## src/rtl/aes_byte_demux_collector.sv

```systemverilog
// Collects a stream of bytes into NBYTES-wide AES blocks with valid/ready handshakes on both sides.
// Byte 0 lands in the most significant lane; a full block may hand off and accept a new byte in one cycle.
module aes_byte_demux_collector #(
    parameter int unsigned NBYTES = 16
) (
    input  logic                             clk,
    input  logic                             rst,
    input  logic                             flush,
    input  logic [7:0]                       byte_in,
    input  logic                             byte_valid,
    output logic                             byte_ready,
    output logic [8*NBYTES-1:0]              block_out,
    output logic                             block_valid,
    input  logic                             block_ready,
    output logic [$clog2(NBYTES+1)-1:0]      byte_cnt
);

    localparam int unsigned CW = $clog2(NBYTES + 1);
    localparam logic [CW-1:0] LAST = CW'(NBYTES - 1);

    typedef enum logic {
        FILL,
        FULL
    } state_t;

    state_t              r_state;
    logic [CW-1:0]       r_cnt;
    logic [8*NBYTES-1:0] r_block;

    logic                w_byte_ready;
    logic                w_byte_xfer;
    logic                w_blk_xfer;
    logic [CW-1:0]       w_lane;

    assign w_byte_ready = ~rst & ~flush & ((r_state == FILL) | block_ready);
    assign w_byte_xfer  = byte_valid & w_byte_ready;
    assign w_blk_xfer   = (r_state == FULL) & block_ready & ~flush;
    // A byte accepted while FULL always starts the next block at lane 0.
    assign w_lane       = (r_state == FULL) ? '0 : r_cnt;

    assign byte_ready  = w_byte_ready;
    assign block_valid = (r_state == FULL);
    assign block_out   = r_block;
    assign byte_cnt    = r_cnt;

    always_ff @(posedge clk) begin
        if (rst) begin
            r_state <= FILL;
            r_cnt   <= '0;
            r_block <= '0;
        end else if (flush) begin
            r_state <= FILL;
            r_cnt   <= '0;
        end else begin
            if (w_byte_xfer) begin
                for (int unsigned i = 0; i < NBYTES; i++) begin
                    if (w_lane == CW'(i)) begin
                        r_block[8*(NBYTES-1-i) +: 8] <= byte_in;
                    end
                end
            end
            case (r_state)
                FILL: begin
                    if (w_byte_xfer) begin
                        r_cnt <= r_cnt + CW'(1);
                        if (r_cnt == LAST) begin
                            r_state <= FULL;
                        end
                    end
                end
                FULL: begin
                    if (w_blk_xfer) begin
                        r_state <= FILL;
                        r_cnt   <= w_byte_xfer ? CW'(1) : '0;
                    end
                end
                default: begin
                    r_state <= FILL;
                    r_cnt   <= '0;
                end
            endcase
        end
    end

endmodule

```

## config.mk

```make
export PLATFORM = sky130hd
export DESIGN_NAME = aes_byte_demux_collector
export DESIGN_NICKNAME = d
export VERILOG_FILES = /design/src/rtl/aes_byte_demux_collector.sv
export SDC_FILE = /design/constraint.sdc
export NUM_CORES = 1
export LEC_CHECK = 0
export ABC_AREA = 1
export BUFFER_PORTS_ARGS = -buffer_cell sky130_fd_sc_hd__clkbuf_2
export CAP_MARGIN = 5
export CORE_UTILIZATION = 53
export DETAILED_ROUTE_END_ITERATION = 12
export PLACE_DENSITY = 0.9
export SETUP_SLACK_MARGIN = 0.2
export SLEW_MARGIN = 40
export SYNTH_ARGS = -nofsm -noshare
export SYNTH_HDL_FRONTEND = slang
export SYNTH_SLANG_ARGS = --single-unit
```

## constraint.sdc

```tcl
create_clock -name clk -period 1.8 [get_ports clk]
set_input_delay 0.36 -clock clk [delete_from_list [all_inputs] [get_ports clk]]
set_output_delay 0.36 -clock clk [all_outputs]
set_load 0.01 [all_outputs]
```

==> results.cfg, run 1 <==
[synth]
synth_warnings = 0
syn_area_per_cell_um2 = 7.11
synthFlopType = dfxtp_1
seq_area_frac_synth = 0.469
ys_seq_elements = 134
netlist_area_um2 = 5710
synth_area_leaders = dfxtp_1 (47%), nand3_1 (12%), nor2_1 (11%)
yosysTopAreaCellShare = 0.469
async_flop_share = 0
synth_nets = 819
synth_cells = 804
synth.distinct_cells = 25
synth-edff-count = 0
yosysTopAreaCell = dfxtp_1

[clock_tree]
root_buffer = clkbuf_8
clock_path_buffers = 2
cts_hold_buf = 0
htree_num_levels = 4
cts.sinks = 134
cts_tree = yes
clk_latency_ps = 530
cts.clk_slew.worst_paths_ps = 60
cts_buffers = 17

[detailed_routing]
drt_iter0_drc = 473
wl_per_cell_um = 15.3
drt_first_pass_iters = 6
wl_um = 16600
vias = 5944
avgViaCountPerCell = 5.50
ant_nets = 0
drcViolationCount = 0

[timing]
finalClockSkew_ps = 9.84
fin_ws_ps = 239
rsz0062_at_grt = no
max_freq_mhz = 640
fin_setup_tns_ps = 0
slew_violations = 0
min_period_ps = 1560
hold_violations = 0
setup_viol = 0
relSlewSlack = 0.705
period_share = 0.867
worst_pin_slew_ps = 442

[critical_path]
required_ps = 1440
crit_path_end_kind = primary output
critPathLaunchType = flop
path_class = reg2out
cp_data_arrival_time_ps = 1200
cp_max_fo = 3
rrSetupSlack_ps = 280

[global_routing]
grt_max_degree = 65
antenna_found_initial = 0
grt_pass1_wl_um = 25300
overflow = 0
grt_pass1_vias = 5058
grtUsageTotal = 0.286

[floorplan]
die-area_um2 = 11200
die_h_um = 106
coreArea_um2 = 10400
start_util = 0.551
ios = 148
rows = 37
die-width_um = 106

[finish]
final_common_cell = nor2_1
syn_to_final_growth_pct = 29.8
nets = 947
drive_gt1_frac = 0.254
nFillCells = 783
mostFrequentLayoutCells = nor2_1 (162), nand2_1 (148), clkbuf_2 (146)
n_antenna_cell = 0
fin_cells = 1081

[placed_design]
place_inst = 1044
gp_congestion = 0.872
hpwlAfterDp_um = 9800
pre_cts_ws_ps = 167
numPortBuffers = 147

[pwr]
ir_drop_uv = 606
powerDensity_nw_per_um2 = 943
finalPower_mw = 7.00
leakagePower_nw = 3.28

[hold_path]
min_path_type = in2reg

[outcome]
status = complete, no violations

[job]
max_cap_violations = 0
[layer usage]
metal  up-vias  global-route usage  wire, um
li1       2885                   -         -
met1      2715               0.368      6760
met2       305               0.467      8190
met3        39              0.0538      1240
met4         0               0.122       377
met5         -                   0         0
[cells in the mapped netlist (5+ instances only)]
cell and n:
a21oi_1 107, buf_1 11, buf_2 34, buf_4 5, clkbuf_1 17, dfxtp_1 134
inv_1 14, nand2_1 150, nand3_1 136, nor2_1 164, nor2_4 6
[where the power goes]
| group | leakage [nW] | switching [mW] | internal [mW] |
|---|---|---|---|
| Sequential | 1.08 | 0.0131 | 2.98 |
| Combinational | 1.90 | 0.262 | 0.122 |
| Clock | 0.295 | 1.43 | 2.19 |
[timing repair]
item	4_1_cts	5_1_grt
gates cloned	0	4
buffers inserted	0	1
setup endpoints to repair	46	120
pin swaps	0	1
resized for setup	4	12
[flip-flops by register name (all words and copies together), names as in the netlist]
signal	cells
block_out	128
byte_cnt	5
block_valid	1
[through the flow]
stage | hold WS (ps) | area [um2] | utilization
after floorplan | 508 | 5710 | -
after global placement | 461 | 6670 | 0.644
after detailed placement | 469 | 6670 | 0.644
after CTS | 141 | 7290 | 0.703
after global routing | 169 | 7410 | 0.715
final | 143 | 7410 | 0.715
[worst max-delay path, stage by stage (launching register included)]
cell and delay, ps:
dfxtp_4 380, nand2_4 70, nand2_1 70, inv_2 40
buf_2 120
[final cells by class]
class	count	area (um2)	area share
flip-flops and latches	134	2690	0.363
multi-input cells	584	2690	0.362
repair buffers	178	1190	0.160
clock buffers	18	428	0.0577
clock inverters	14	184	0.0248
well taps	136	170	0.0229
inverters	17	67.6	0.00911
[kinds of logic (layout without fill, tap and decap cells)]
family	after synthesis	count (layout)	synth area share
AO/OA/AOI/OAI	111	111	0.0996
buffers and inverters	86	227	0.0688
adder cells (fa/ha/maj)	2	2	0.00438
flip-flops	134	134	0.469
AND/OR/NAND/NOR	471	471	0.358
[final timing paths]
path,start,endpoint,cells after the start
max reg2reg,block_valid,block_out[7],9
min reg2reg,block_out[9],block_out[9],2
max,block_valid,byte_ready,4
min,byte_valid,block_valid,3
No activity file was read; power rests on OpenSTA's default activity.
==> inputs of run 2 (changes only) <==
--- a/config.mk
+++ b/config.mk
@@ -8,9 +8,10 @@
 export ABC_AREA = 1
 export BUFFER_PORTS_ARGS = -buffer_cell sky130_fd_sc_hd__clkbuf_2
 export CAP_MARGIN = 5
-export CORE_UTILIZATION = 53
+export CORE_UTILIZATION = 25
 export DETAILED_ROUTE_END_ITERATION = 12
-export PLACE_DENSITY = 0.9
+export PLACE_DENSITY = 0.54
+export REMOVE_ABC_BUFFERS = 1
 export SETUP_SLACK_MARGIN = 0.2
 export SLEW_MARGIN = 40
 export SYNTH_ARGS = -nofsm -noshare
==> run 2 against run 1 <==
Sequential share of layout area shrank 0.88 points. Highest routed layer unchanged. Critical path type unchanged. Critical endpoint unchanged. Via count shrank 4.5%. Clock power shrank 6.1%.
==> results.cfg, run 2 (same netlist as run 1, synthesis figures left out) <==
[floorplan]
die-area_um2 = 23500
die-width_um = 153
coreArea_um2 = 22100
die_h_um = 153
start_util = 0.259
rows = 54
ios = 148

[detailed_routing]
avgViaCountPerCell = 4.61
wl_um = 19100
drcViolationCount = 0
drt_first_pass_iters = 5
vias = 5674
wl_per_cell_um = 15.5
ant_nets = 0
drt_iter0_drc = 318

[global_routing]
grtUsageTotal = 0.158
antenna_found_initial = 0
busiest_layer = met2
grt_max_degree = 65
overflow = 0
use_met1 = 0.211
grt_pass1_wl_um = 28800
grt_use_met3 = 0.0431
use_met2 = 0.247
grt_pass1_vias = 5087

[clock_tree]
clock_path_buffers = 2
clk_latency_ps = 420
root_buffer = clkbuf_16
htree_num_levels = 4
cts.clk_slew.worst_paths_ps = 50
cts_buffers = 17
cts.sinks = 134
cts_tree = yes

[outcome]
status = complete, no violations

[placed_design]
place_inst = 1196
numPortBuffers = 147
gp_congestion = 0.767
hpwlAfterDp_um = 11300

[critical_path]
rrSetupSlack_ps = 300
r2r_end = block_out[67]
cp_max_fo = 7
cp_data_arrival_time_ps = 1140
crit_family = flip-flops
slowest_delay_ps = 370
critPathLaunchType = flop
required_ps = 1440
crit_buf_inv = 2
path_class = reg2out
worstPathCellList = nand2_2, nand2_1, inv_1, clkbuf_2
crit_path_end_kind = primary output
crit_path_top_delay_cell = dfxtp_4
r2r_cells = 10
reg2reg_from = block_valid

[pwr]
leakagePower_nw = 3.29
ir_drop_uv = 455
powerDensity_nw_per_um2 = 893

[timing]
worst_pin_slew_ps = 394
finalClockSkew_ps = 9.92
rsz0062_at_grt = yes
fin_setup_tns_ps = 0
period_share = 0.834
hold_violations = 0
relSlewSlack = 0.737
min_period_ps = 1500
setup_viol = 0
hold_ws_ps = 272
slew_violations = 0
max_freq_mhz = 666

[job]
max_cap_violations = 0

[hold_path]
whs_endpoint = block_valid
hold_start = byte_valid
whs_path_depth = 3
min_path_type = in2reg

[finish]
fin_cells = 1232
multi_input_area_um2 = 2670
n_antenna_cell = 0
mostFrequentLayoutCells = nor2_1 (162), nand2_1 (149), clkbuf_2 (147)
nets = 955
largest_register_ffs = 128
final_common_cell = nor2_1
nFillCells = 2390
seq_area_um2 = 2690
drive_gt1_frac = 0.256
syn_to_final_growth_pct = 32.9
## run 2: worst reg2reg max path, cell delays in order, from the launching register on
cell and delay (ps):
dfxtp_4 370, inv_4 140, nand2_2 80, inv_2 50, nand2_1 70, nor2_4 170
buf_12 150, clkbuf_16 180, nand3_1 80, nand2_1 70, nor2_1 40
## run 2: what timing repair did
item,4_1_cts,5_1_grt
gates cloned,0,4
hold endpoints to repair,0,0
endpoints found under the setup margin,5,102
setup buffers,0,1
hold buffers,0,0
gates resized for setup,1,9
## run 2: final cells by class
class | instances | share of cell area
multi-input combinational | 584 | 0.352
inverter | 17 | 0.00906
timing repair buffer | 186 | 0.165
clock inverter | 14 | 0.0181
clock buffer | 17 | 0.0560
tap | 280 | 0.0461
sequential | 134 | 0.354
## run 2: per-layer routing
| metal | wire (um) | share of wire |
|---|---|---|
| met1 | 8900 | 0.47 |
| met2 | 8890 | 0.47 |
| met3 | 1110 | 0.058 |
| met4 | 197 | 0.010 |
| met5 | 0 | 0 |
## run 2: where the power goes
part	internal, mW	leakage [nW]	switching (mW)
Combinational	0.122	1.93	0.266
Sequential	2.98	1.08	0.0102
Clock	2.02	0.270	1.39
## run 2: how the worst max path moves through the flow
stage,from,to,slack [ps],depth (start not counted)
after floorplan,block_valid,block_out[100],-650,7
after global placement,block_ready,block_out[87],210,9
after detailed placement,block_valid,block_out[104],190,8
after CTS,block_valid,byte_ready,230,4
after global routing,block_valid,block_out[93],190,10
final,block_valid,byte_ready,300,4
## run 2: metrics by stage
stage	total power [mW]	worst slack [ps]	util	cell area, um2
floorplan	3.28	-653	-	5390
global placement	3.45	206	0.312	6900
detailed placement	3.45	187	0.312	6900
CTS	6.88	230	0.338	7470
global route	7.05	187	0.344	7600
finish	6.78	298	0.344	7600
